## config.mk

```make
export PLATFORM = sky130hd
export DESIGN_NAME = logic_fold
export DESIGN_NICKNAME = d
export VERILOG_FILES = /design/src/rtl/logic_fold.sv
export SDC_FILE = /design/constraint.sdc
export NUM_CORES = 1
export LEC_CHECK = 0
export CAP_MARGIN = 20
export CORE_ASPECT_RATIO = 1.1
export CORE_MARGIN = 8
export CORE_UTILIZATION = 48
export CTS_BUF_LIST = sky130_fd_sc_hd__clkbuf_4 sky130_fd_sc_hd__clkbuf_8
export CTS_CLUSTER_DIAMETER = 50
export DETAILED_ROUTE_END_ITERATION = 6
export DONT_BUFFER_PORTS = 1
export PLACE_DENSITY = 0.66
export SLEW_MARGIN = 20
export SYNTH_ARGS = -nofsm -noshare
export SYNTH_HDL_FRONTEND = slang
export SYNTH_SLANG_ARGS = --single-unit
```

## constraint.sdc

```tcl
create_clock -name clk -period 4 [get_ports clk]
set_input_delay 0.4 -clock clk [delete_from_list [all_inputs] [get_ports clk]]
set_output_delay 0.4 -clock clk [all_outputs]
set_load 0.05 [all_outputs]
```

## src/rtl/logic_fold.sv

```systemverilog
// Multi-operand AND/OR/XOR/NAND fold with valid/ready on both sides.
// Optional out_parity port enabled by defining LOGIC_FOLD_PARITY_EN.
module logic_fold #(
   parameter  int WIDTH   = 8,
   parameter  int MAX_OPS = 16,
   localparam int CW      = $clog2(MAX_OPS + 1)
) (
   input  logic             clk,
   input  logic             rst_n,
   input  logic [1:0]       op_sel,
   input  logic             in_valid,
   output logic             in_ready,
   input  logic [WIDTH-1:0] in_data,
   input  logic             in_last,
   output logic             out_valid,
   input  logic             out_ready,
   output logic [WIDTH-1:0] out_data,
   output logic [CW-1:0]    out_count,
   output logic             out_ovf
`ifdef LOGIC_FOLD_PARITY_EN
  ,output logic             out_parity
`endif
);

   localparam logic [1:0]    S_IDLE = 2'd0;
   localparam logic [1:0]    S_ACC  = 2'd1;
   localparam logic [1:0]    S_HOLD = 2'd2;
   localparam logic [CW-1:0] MAX_C  = CW'(MAX_OPS);

   logic [1:0]       state_q, state_d;
   logic [WIDTH-1:0] acc_q, acc_d;
   logic [1:0]       op_q, op_d;
   logic [CW-1:0]    cnt_q, cnt_d;
   logic             ovf_q, ovf_d;
   logic [WIDTH-1:0] res_q, res_d;
   logic             run_q;
   logic [WIDTH-1:0] fold_w;
   logic [CW-1:0]    cnt_inc;
   logic             in_xfer;

   // NAND accumulates as AND; the inversion is applied only when the result is captured.
   for (genvar gi = 0; gi < WIDTH; gi++) begin : g_fold
      assign fold_w[gi] = (op_q == 2'b01) ? (acc_q[gi] | in_data[gi]) :
                          (op_q == 2'b10) ? (acc_q[gi] ^ in_data[gi]) :
                                            (acc_q[gi] & in_data[gi]);
   end

   assign in_ready  = run_q && (state_q != S_HOLD);
   assign out_valid = (state_q == S_HOLD);
   assign in_xfer   = in_valid && in_ready;
   assign cnt_inc   = cnt_q + 1'b1;

   always_comb begin
      state_d = state_q;
      acc_d   = acc_q;
      op_d    = op_q;
      cnt_d   = cnt_q;
      ovf_d   = ovf_q;
      case (state_q)
         S_IDLE: begin
            if (in_xfer) begin
               acc_d   = in_data;
               op_d    = op_sel;
               cnt_d   = CW'(1);
               ovf_d   = 1'b0;
               state_d = (in_last || (MAX_OPS == 1)) ? S_HOLD : S_ACC;
            end
         end
         S_ACC: begin
            if (in_xfer) begin
               acc_d = fold_w;
               cnt_d = cnt_inc;
               if (in_last || (cnt_inc == MAX_C)) begin
                  state_d = S_HOLD;
                  ovf_d   = !in_last;
               end
            end
         end
         S_HOLD: begin
            if (out_ready) begin
               state_d = S_IDLE;
            end
         end
         default: state_d = S_IDLE;
      endcase
   end

   // The result register only changes on entry to HOLD, so it stays frozen under back-pressure.
   always_comb begin
      res_d = res_q;
      if ((state_q != S_HOLD) && (state_d == S_HOLD)) begin
         res_d = (op_d == 2'b11) ? ~acc_d : acc_d;
      end
   end

   always_ff @(posedge clk) begin
      if (!rst_n) begin
         state_q <= S_IDLE;
         acc_q   <= '0;
         op_q    <= 2'b00;
         cnt_q   <= '0;
         ovf_q   <= 1'b0;
         res_q   <= '0;
         run_q   <= 1'b0;
      end else begin
         state_q <= state_d;
         acc_q   <= acc_d;
         op_q    <= op_d;
         cnt_q   <= cnt_d;
         ovf_q   <= ovf_d;
         res_q   <= res_d;
         run_q   <= 1'b1;
      end
   end

   assign out_data  = res_q;
   assign out_count = cnt_q;
   assign out_ovf   = ovf_q;

`ifdef LOGIC_FOLD_PARITY_EN
   logic par_q;

   always_ff @(posedge clk) begin
      if (!rst_n) begin
         par_q <= 1'b0;
      end else begin
         par_q <= ^res_d;
      end
   end

   assign out_parity = par_q;
`endif

endmodule
```

==> results.yml <==
clock_tree:
  holdBufCountCts: 0
  ctsLongestPathBuffers: 2
  clock_tree.htree_level_count: 1
  tritoncts_num_sinks: 27
  clockRootBuffer: "sky130_fd_sc_hd__clkbuf_8"
  cts_post_setup_buffers_inserted: 0
  clk_pin_slew_ns: 0.10
  cts_tree: "done"
  worstSkewPairLatency_ns: 0.28
  cts_buffer_count: 3
  ctsResizeCount: 0
power_and_ir_drop:
  power.density_mw_per_mm2: 296
  power.switching_uw: 165
  power.internal_uw: 387
  max-vdd-ir-drop_v: 0.000145
  combPwrFrac: 0.158
  power.share.clock: 0.285
  cellLeakagePower_nw: 0.678
  sw_frac_of_total: 0.300
  relative_contribution_of_sequential_cells_to_total_power: 0.557
logic_synthesis:
  synth_seq_area_share: 0.297
  syn-mean-instance-area_um2: 8.43
  post_synth_fa_ha_maj_area_fraction: 0.117
  synthesis.area_mm2: 0.00182
  synthesis.nets: 248
  yosys.area_share.simple: 0.213
  post_synth_cell_types: 49
  synth_xor_xnor_area_share: 0.0385
  synth_async_sr_flop_share: 0
  yosys-mux-area-fraction: 0.0398
  syn-instance-count: 216
  ys_flop_type: "sky130_fd_sc_hd__dfxtp_1"
  synth_area_in_compound_gates: 0.217
  ys.warnings.count: 0
  ys_seq_elements: 27
  synth_edf_count: 0
  dominant_combinational_cell_family_by_area_after_synthesis: "compound AO/OA/AOI/OAI gates"
final_layout:
  fillers: 363
  multiInputGateArea_mm2: 0.00114
  antenna_diode_count: 0
  final_layout_size_suffix_gt1_frac: 0.0718
  final_util: 0.511
  syn_to_final_growth_pct: 2.47
  finalNetCount: 242
  seqCellArea_um2: 541
grt:
  grt_max_degree: 20
  grt_overflow_total: 0
  globalRouteTotalUtil: 0.144
  number_of_antenna_violations_at_the_first_check_in_global_routing: 0
  grt_pass1_wl_um: 6780
  first_global_vias: 1373
critical_path:
  setup.worst_path.class: "reg2reg"
  cells_traversed_along_the_worst_timing_path: "ha_1 -> nand4_1 -> o22ai_2 -> nand2_1 -> o22ai_1"
  required_ns: 4.20
  critical_path.startpoint_type: "register"
  critical_path_at_ns: 2.46
  worst_path_dominant_cell_family: "flip-flops"
  cp_max_fo: 15
  end_kind: "register"
  critical_path.n_buffers_inverters: 0
  critical_path.slowest_cell: "sky130_fd_sc_hd__dfxtp_1"
  worst_path_largest_cell_delay_ns: 0.76
  reg2reg_setup_slack_ns: 1.74
detailed_routing:
  route.detailed.vias_per_inst: 5.63
  wire_per_inst_um: 15.6
  route.final.wire_length_um: 4040
  routed-via-count: 1458
  postRouteAntennaNets: 0
  drc_errors: 0
  detailedRoute.firstIterationViolations: 52
  drtPass1Iterations: 4
die:
  die_x_um: 74.7
  num_rows: 23
  floorplan.die.height_um: 80.6
  start_util: 0.498
  io_pins: 31
  die_area_mm2: 0.00603
  design.core.area_mm2: 0.00365
timing:
  min_period_over_period: 0.565
  final_hold_viol_count: 0
  worst_pin_slew_ns: 0.749
  finalCriticalPeriod_ns: 2.26
  maxClockFrequency_mhz: 442
  slack_of_the_critical_path_ns: 1.74
  report.final.setup_viol: 0
  unrepaired_setup_endpoints_after_global_routing: "no"
  fin_hold_ws_ns: 0.139
  timing.final.max_slew_violations: 0
  finClkSkew_ns: 0.0101
  fin_setup_tns_ns: 0
  slew_headroom: 0.500
place:
  placer_s_final_routability_congestion_estimate: 0.832
  dp.final_hpwl_um: 3020
  place.port_buffers: 0
  place_worst_setup_slack_ns: 1.73
status:
  run_status: "completed"
worst_hold_path:
  type_of_the_most_critical_hold_path: "in2reg"
job:
  max_cap_check_violation_count: 0
## per-layer routing
layer | track usage | vias up | wire [um]
li1 | - | 748 | -
met1 | 0.191 | 670 | 1940
met2 | 0.215 | 33 | 1750
met3 | 0.0349 | 7 | 250
met4 | 0.0588 | 0 | 86
met5 | 0 | - | 0
## power groups by stage
stage | Sequential [mW] | Clock [mW] | Combinational, mW
final | 0.308 | 0.157 | 0.0873
after global routing | 0.311 | 0.170 | 0.0999
after CTS | 0.308 | 0.163 | 0.0880
after detailed placement | 0.314 | 0 | 0.0872
after global placement | 0.314 | 0 | 0.0857
after floorplan | 0.306 | 0 | 0.0814
## synthesized netlist by cell type, drive strengths merged, types with 3 or more instances
master	count	area share
inv	20	0.041
nand2	20	0.041
o21ai	7	0.019
o221ai	4	0.026
nor2b	7	0.024
nand3	3	0.0082
a21oi	11	0.030
mux2i	5	0.027
o22ai	5	0.024
and2	3	0.010
nor3b	6	0.027
dfxtp	27	0.30
nor2	17	0.036
clkbuf	4	0.0082
a211oi	7	0.029
buf	7	0.027
nor3	6	0.016
ha	17	0.12
xnor2	8	0.038
## kinds of logic after synthesis
group / after synthesis
AOI/OAI and AO/OA: 52
and+or+nand+nor: 73
DFF: 27
adders and majority gates: 17
xor gates and xnor gates: 8
muxes: 7
buffers and inverters: 32
## registers in the layout (all words and copies together), names as in the netlist
name	count
acc_q	8
op_q	2
out_count	5
out_data	8
out_ovf	1
run_q	1
state_q	2
## cells in the final DEF (no fill, tap or decap), drive strengths merged, types with 3 or more instances in the layout
master	instances
a211oi	7
a21oi	11
and2	3
clkbuf	3
dfxtp	27
ha	17
inv	20
mux2i	5
nand2	20
nand3	3
nor2	17
nor2b	7
nor3	6
nor3b	6
o21ai	7
o221ai	4
o22ai	5
xnor2	8
## final cells by class
cell class                 instances  area share
multi-input combinational        157       0.610
sequential                        27       0.290
inverter                          21      0.0422
tap                               50      0.0335
clock buffer                       3      0.0221
clock inverter                     1     0.00268
## per-stage QoR
step	total power [mW]	std cells	cell area (um^2)
2_1_floorplan	0.387	216	1820
3_3_place_gp	0.400	255	1820
3_5_place_dp	0.401	255	1820
4_1_cts	0.559	259	1870
5_1_grt	0.581	259	1870
6_report	0.552	259	1870
## path summary, 6_finish.rpt
check | start | end | depth (start not counted)
hold / removal | rst_n | run_q | 0
setup / recovery | out_count[0] | out_data[5] | 5
setup reg to reg | out_count[0] | out_data[5] | 5
hold reg to reg | acc_q[4] | acc_q[4] | 2
Power figures use the tool's default switching activity.
